### config.mk
export PLATFORM = sky130hd
export DESIGN_NAME = pri_arbiter_ctrl
export DESIGN_NICKNAME = d
export VERILOG_FILES = /design/src/rtl/pri_arbiter_ctrl.sv
export SDC_FILE = /design/constraint.sdc
export NUM_CORES = 1
export LEC_CHECK = 0
export BUFFER_PORTS_ARGS = -buffer_cell sky130_fd_sc_hd__buf_2
export CAP_MARGIN = 10
export CORE_MARGIN = 1
export CORE_UTILIZATION = 50
export CTS_BUF_LIST = sky130_fd_sc_hd__clkbuf_8
export CTS_CLUSTER_SIZE = 28
export DETAILED_ROUTE_END_ITERATION = 7
export PLACE_DENSITY = 0.85
export REMOVE_ABC_BUFFERS = 1
export SETUP_SLACK_MARGIN = 0.1
export SLEW_MARGIN = 30
export SYNTH_ARGS = -nofsm -noshare
export SYNTH_HDL_FRONTEND = slang
export SYNTH_SLANG_ARGS = --single-unit
export TNS_END_PERCENT = 10
### constraint.sdc
create_clock -name clk -period 2.2 [get_ports clk]
set_input_delay 0.11 -clock clk [delete_from_list [all_inputs] [get_ports clk]]
set_output_delay 0.11 -clock clk [all_outputs]
set_load 0.05 [all_outputs]
### src/rtl/pri_arbiter_ctrl.sv
// Registered single-owner arbiter with hold-while-requesting and optional hold limit.
// Define ARB_ROUND_ROBIN_EN for rotating priority; otherwise the highest index wins.
module pri_arbiter_ctrl #(
    parameter int unsigned N        = 8,
    parameter int unsigned IDW      = 3,
    parameter int unsigned MAX_HOLD = 16
) (
    input  logic           clk,
    input  logic           rst_n,
    input  logic [N-1:0]   req,
    output logic [N-1:0]   gnt,
    output logic [IDW-1:0] gnt_id,
    output logic           gnt_valid,
    output logic           timeout
);

    localparam int unsigned HCW = (MAX_HOLD == 0) ? 1 : $clog2(MAX_HOLD + 1);
    localparam logic [HCW-1:0] HOLD_LAST = HCW'((MAX_HOLD == 0) ? 0 : MAX_HOLD - 1);

    typedef enum logic {
        IDLE  = 1'b0,
        GRANT = 1'b1
    } state_e;

    state_e         state_q, state_d;
    logic [HCW-1:0] hold_cnt_q, hold_cnt_d;
    logic [N-1:0]   gnt_q, gnt_d;
    logic [IDW-1:0] gnt_id_q, gnt_id_d;
    logic           gnt_valid_q, gnt_valid_d;
    logic           timeout_q, timeout_d;

    logic [IDW-1:0] win_id;
    logic           owner_req;
    logic           hold_limit;

`ifdef ARB_ROUND_ROBIN_EN
    logic [IDW-1:0] rr_ptr_q, rr_ptr_d;

    // Ascending search from rr_ptr with wrap; the lowest offset that is set wins.
    always_comb begin
        int idx;
        idx    = 0;
        win_id = '0;
        for (int k = int'(N) - 1; k >= 0; k--) begin
            idx = (int'(rr_ptr_q) + k) % int'(N);
            if (req[idx]) win_id = IDW'(idx);
        end
    end

    always_comb begin
        rr_ptr_d = rr_ptr_q;
        if (state_q == IDLE && (|req)) rr_ptr_d = IDW'((int'(win_id) + 1) % int'(N));
    end

    always_ff @(posedge clk or negedge rst_n) begin
        if (!rst_n) rr_ptr_q <= '0;
        else        rr_ptr_q <= rr_ptr_d;
    end
`else
    // Fixed priority: the highest set index wins.
    always_comb begin
        win_id = '0;
        for (int i = 0; i < int'(N); i++) begin
            if (req[i]) win_id = IDW'(i);
        end
    end
`endif

    assign owner_req  = req[gnt_id_q];
    assign hold_limit = (MAX_HOLD != 0) && (hold_cnt_q == HOLD_LAST);

    // State register and registered outputs.
    always_ff @(posedge clk or negedge rst_n) begin
        if (!rst_n) begin
            state_q     <= IDLE;
            hold_cnt_q  <= '0;
            gnt_q       <= '0;
            gnt_id_q    <= '0;
            gnt_valid_q <= 1'b0;
            timeout_q   <= 1'b0;
        end else begin
            state_q     <= state_d;
            hold_cnt_q  <= hold_cnt_d;
            gnt_q       <= gnt_d;
            gnt_id_q    <= gnt_id_d;
            gnt_valid_q <= gnt_valid_d;
            timeout_q   <= timeout_d;
        end
    end

    // Next-state logic.
    always_comb begin
        state_d = state_q;
        case (state_q)
            IDLE:    if (|req) state_d = GRANT;
            GRANT:   if (!owner_req || hold_limit) state_d = IDLE;
            default: state_d = IDLE;
        endcase
    end

    // Output and hold-counter logic; a release always clears the grant for one idle cycle.
    always_comb begin
        hold_cnt_d  = hold_cnt_q;
        gnt_d       = gnt_q;
        gnt_id_d    = gnt_id_q;
        gnt_valid_d = gnt_valid_q;
        timeout_d   = 1'b0;
        case (state_q)
            IDLE: begin
                if (|req) begin
                    gnt_d       = N'(1) << win_id;
                    gnt_id_d    = win_id;
                    gnt_valid_d = 1'b1;
                    hold_cnt_d  = '0;
                end else begin
                    gnt_d       = '0;
                    gnt_id_d    = '0;
                    gnt_valid_d = 1'b0;
                end
            end
            GRANT: begin
                if (!owner_req || hold_limit) begin
                    gnt_d       = '0;
                    gnt_id_d    = '0;
                    gnt_valid_d = 1'b0;
                    hold_cnt_d  = '0;
                    timeout_d   = owner_req;
                end else if (hold_cnt_q != '1) begin
                    hold_cnt_d = hold_cnt_q + 1'b1;
                end
            end
            default: begin
                gnt_d       = '0;
                gnt_id_d    = '0;
                gnt_valid_d = 1'b0;
                hold_cnt_d  = '0;
            end
        endcase
    end

    assign gnt       = gnt_q;
    assign gnt_id    = gnt_id_q;
    assign gnt_valid = gnt_valid_q;
    assign timeout   = timeout_q;

endmodule

After elaboration in Yosys (flattened, before gate mapping)
Index checks and enable logic that the tools add are counted.
{"block": "word_totals", "register_bits": 19, "in_bits": 10, "out_inout_bits": 13, "elab_cells": 45}
{"block": "classes", "n_addsub": 1, "order_cmp": 1, "n_eq_ne": 5, "shifts": 1, "muxes": 26, "bitwise": 1, "n_reduce_logical": 4}
{"op": "2-to-1 mux 3 bit", "n": 6}
{"op": "2-to-1 mux 8 bit", "n": 2}
{"op": "case mux 8 bit (2 select lines)", "n": 1}
{"op": "2-to-1 mux 5 bit", "n": 3}
{"op": "case mux 5 bit (2 select lines)", "n": 1}
{"op": "OR reduction 8 bit", "n": 1}
{"op": "<< shifter 1 x 3 -> 8 bit, first input constant", "n": 1}
{"op": "2-to-1 mux 1 bit", "n": 7}
{"op": "case mux 3 bit (2 select lines)", "n": 1}
{"op": "adder 5 x 1 -> 5 bit, second input constant", "n": 1}
{"op": "== test 5 x 4 -> 1 bit, second input constant", "n": 1}
{"op": "!= test 5 bit, second input constant", "n": 1}
{"op": "< comparator 3 x 4 -> 1 bit, second input constant", "n": 1}
{"op": "2-to-1 mux 2 bit", "n": 2}
{"op": "case mux 1 bit (2 select lines)", "n": 2}
{"op": "binary-select mux 1 bit (select 3 bit)", "n": 1}
{"op": "!= test 3 x 1 -> 1 bit, second input constant", "n": 1}
{"op": "!= test 2 x 1 -> 1 bit, second input constant", "n": 1}
{"op": "!= test 2 bit, second input constant", "n": 1}
{"op": "AND reduction 2 bit", "n": 1}
{"op": "logical NOT 1 bit", "n": 1}
{"op": "logical OR 1 bit", "n": 1}
{"op": "inverter 1 bit", "n": 1}

Logic depth before layout (Yosys ltp)
{"block": "logic_depth", "word_depth": 10, "depth_mapped": 9}

Worst setup path before layout
No wires, ideal clock.
{"block": "synth_path", "path_kind": "reg2reg", "start": "register gnt_id_q[0], in the netlist gnt_id[0]", "end": "register gnt_q[5], in the netlist gnt[5]", "setup_ns": 0.122, "arrival_ns": 1.861, "required_time_ns": 2.078, "slack_ns": 0.218, "stages_incl_launch_ff": 8, "period_less_slack_ns": 1.982, "path_cell_list": "dfrtp_1 -> buf_6 -> mux2_4 -> o21ai_2 -> and4b_1 -> buf_6 -> buf_6 -> a32o_1"}
{"block": "synth_between", "elab_chain_cells": 5}
{"item": "start: declaration", "line": "28", "rtl": "logic [IDW-1:0] gnt_id_q, gnt_id_d;"}
{"item": "start signal: assignment", "line": "85", "rtl": "gnt_id_q <= gnt_id_d;"}
{"item": "binary-select mux 1 bit (select 3 bit)", "line": "69", "rtl": "assign owner_req = req[gnt_id_q];"}
{"item": "2-to-1 mux 1 bit (implied by the code)", "line": "69"}
{"item": "logical NOT 1 bit", "line": "122", "rtl": "if (!owner_req || hold_limit) begin"}
{"item": "logical OR 1 bit", "line": "122"}
{"item": "!= test 2 x 1 -> 1 bit (no source line)"}
{"item": "end signal: assignment", "line": "84", "rtl": "gnt_q <= gnt_d;"}
{"item": "end: declaration", "line": "27", "rtl": "logic [N-1:0] gnt_q, gnt_d;"}
No other way between the ends. The select of a mux whose other input is x is not followed.
A chain may end at the register's enable or synchronous reset.

Worst setup path after layout
{"block": "layout_path", "start": "register gnt_id_q[0], in the netlist gnt_id[0]", "end": "register hold_cnt_q[2]"}
{"block": "layout_between", "elab_chain_cells": 6}
{"item": "binary-select mux 1 bit (select 3 bit) *", "line": "69"}
{"item": "2-to-1 mux 1 bit (implied by the code) *", "line": "69"}
{"item": "logical NOT 1 bit *", "line": "122"}
{"item": "logical OR 1 bit *", "line": "122"}
{"item": "2-to-1 mux 5 bit or != test 3 x 1 -> 1 bit (tied branches)"}
{"item": "case mux 5 bit (2 select lines) or AND reduction 2 bit (tied branches)"}
{"item": "end signal: assignment", "line": "83", "rtl": "hold_cnt_q <= hold_cnt_d;"}
{"item": "end: declaration", "line": "26", "rtl": "logic [HCW-1:0] hold_cnt_q, hold_cnt_d;"}
Every way passes the cells marked *; elsewhere a longest branch is shown, timed or not. The select of a mux whose other input is x is not followed.

==> flow_summary.ini <==
[final_layout]
multi_input_area_sq_um = 474
nFillCells = 161
register_area_sq_um = 475
post-route-util_pct = 65.3
syn_to_final_growth_pct = 16.7
instances_no_fill = 154
fin_area_sq_um = 1190
layout.nets = 143
drive_gt1_share_pct = 25.6
diodes = 0

[global_route]
grt-ovfl-total = 0
antenna_found_initial = 0
track_usage_pct = 23.7
grt_pass1_vias = 796
grt_max_degree = 20
grt_first_pass_wirelength_um = 3560

[hold_path]
hold_path_end = gnt[4]
whs_path_depth = 2
hold_class = input pin to flop
hp-start = req[4]

[logic_synthesis]
yosys.area.top_type = dfrtp_1
ys.flop_type = dfrtp_1
synthArstFlopShare_pct = 100
synth_edf_count = 0
yosysMostFrequentCell = dfrtp_1
ys_ff_latch = 19
synthCells = 105
ys_top_cells_by_area = dfrtp_1, a22o_1, nand2_1
ys_warn_count = 0
syn_avg_cell_area_sq_um = 9.70
yosysUniqueCellTypes = 30
synth_common_cells = dfrtp_1, nand2_1, o21ai_0
synth_seq_area_share_pct = 46.7
synth_top_area_share_pct = 46.7
syn_area_sq_um = 1020

[worst_setup_path]
ff2ff_path_depth = 6
r2r_end = hold_cnt_q[2]
worstPathMaxFanout = 12
cp_top_family = flip-flops
cpMaxStageDelayCell = dfrtp_1
critPathKind = flop to flop
crit_buf_inv = 1
worstPathArrival_ns = 1.95
timing.rr.start = gnt_id[0]
crit_path_max_incr_delay_ns = 0.51
critical_path_required_ns = 2.34
cp-start-kind = flop
path_cells = mux2_4 -> o21ai_2 -> and4b_1 -> buf_4 -> a21o_1 -> a22o_1
end_kind = flop
r2r_setup_slack_ns = 0.39

[clocking]
clockBufferDepth = 2
clk_latency_ns = 0.26
cts_buffers = 3
clockRootBuffer = clkbuf_8
post_cts_buffers = 0
htreeDepth = 1
cts_tree = done
post_cts_resized = 0
clock_sinks = 19
path_clk_slew_ns = 0.07

[floorplan]
die_w_um = 47.1
start_util_pct = 55.9
io_pins = 23
die_y_um = 47.1
coreArea_sq_um = 1820
dieArea_sq_um = 2220
rows = 15

[place]
dp_hpwl_um = 1610
routabilityCongestion = 0.839
numPortBuffers = 22
dp_cells = 149
placed_cell_area_sq_um = 1130

[pwr]
power.share.switching_pct = 45.8
vdd_ir_drop_max_mv = 1.34
p_seq_share_pct = 37.2
power_switching_uw = 674
leakage_uw = 0.000603
p_int_uw = 797
pwr-share-comb_pct = 46.8
power_density_nw_per_um2 = 1240
clkPwrFrac_pct = 16.0

[outcome]
status = complete, no violations

[routing]
drt_iter0_markers = 11
ant_nets = 0
drt_pre_antenna_iters = 4
via_count = 864
wl_per_cell_um = 14.0
wl_um = 2150
viasPerCell = 5.61
route.detailed.drc = 0

[timing]
fmax_mhz = 552
finalCritPeriodShare_pct = 82.4
rsz0062_at_grt = no
drv_slew = 0
final_hold_viol_count = 0
final.setup_skew_ns = 0.00746
tns_ns = 0
slew_headroom_pct = 61.5
fin_crit_ns = 1.81
finalSetupViolCount = 0
worst_slew_pin_slew_ns = 0.572

[run]
max_cap_viol_count = 0
## layout make-up
| class | instances | area share, % |
|---|---|---|
| tap | 25 | 2.63 |
| sequential | 19 | 40.0 |
| clock buffer | 3 | 3.47 |
| timing repair buffer | 25 | 11.4 |
| inverter | 7 | 2.21 |
| multi-input combinational | 74 | 39.9 |
| clock inverter | 1 | 0.421 |
## state kept, by name, summed over array words and instances, names as in the netlist
| name | cells |
|---|---|
| gnt_id | 3 |
| state_q | 1 |
| gnt | 8 |
| hold_cnt_q | 5 |
| timeout | 1 |
| gnt_valid | 1 |
## layout by cell type (no fill, tap or decap), drive strengths merged, types with 3 or more instances in the layout
cell    count
inv         7
nor2        7
nor4        3
nand2      12
a22o        7
a21oi       3
o21ai       9
ha          3
nand2b      4
buf        24
dfrtp      19
clkbuf      3
nor3        6
## how the worst max path moves through the flow
stage             startpoint            end  cells after the start
4_1_cts            gnt_id[0]  hold_cnt_q[2]                      6
2_1_floorplan      gnt_id[0]  hold_cnt_q[2]                      5
5_1_grt        hold_cnt_q[0]  hold_cnt_q[4]                      8
6_report           gnt_id[0]  hold_cnt_q[2]                      6
3_3_place_gp       gnt_id[0]  hold_cnt_q[2]                      6
3_5_place_dp       gnt_id[0]  hold_cnt_q[2]                      6
## layer usage
layer  up-vias  share of wire [%]  GRT usage (%)
met4         0                1.1           8.57
met1       425                 47           30.3
met5         -                  0              0
met3         4                2.5           6.92
met2        14                 49           38.3
li1        421                  -              -
## power by group through the flow
stage | Combinational [uW] | Clock (uW) | Sequential [uW]
6_report | 689 | 236 | 547
5_1_grt | 739 | 263 | 561
4_1_cts | 690 | 246 | 546
3_5_place_dp | 685 | 0 | 550
3_3_place_gp | 659 | 0 | 540
2_1_floorplan | 283 | 0 | 731
## per-stage QoR
| stage | hold WS, ns | setup slack (ns) | power, uW |
|---|---|---|---|
| 2_1_floorplan | -0.186 | 0.179 | 1010 |
| 3_3_place_gp | 0.0623 | 0.444 | 1200 |
| 3_5_place_dp | 0.0667 | 0.396 | 1230 |
| 4_1_cts | 0.156 | 0.380 | 1480 |
| 5_1_grt | 0.167 | 0.278 | 1560 |
| 6_report | 0.167 | 0.387 | 1470 |
## what timing repair did
item                                   in CTS  in global routing
hold buffers                                1                  0
endpoints found under the hold margin      19                  0
setup endpoints to repair                   0                  0
## kinds of logic after synthesis
kind of cell	share of synthesized area, %
AND/OR/NAND/NOR	21.6
AO/OA/AOI/OAI	17.8
multiplexers	3.44
adder cells (fa/ha/maj)	3.69
flip-flops	46.7
buffers and inverters	6.76
Note: power is estimated with default switching activity, not from simulation.
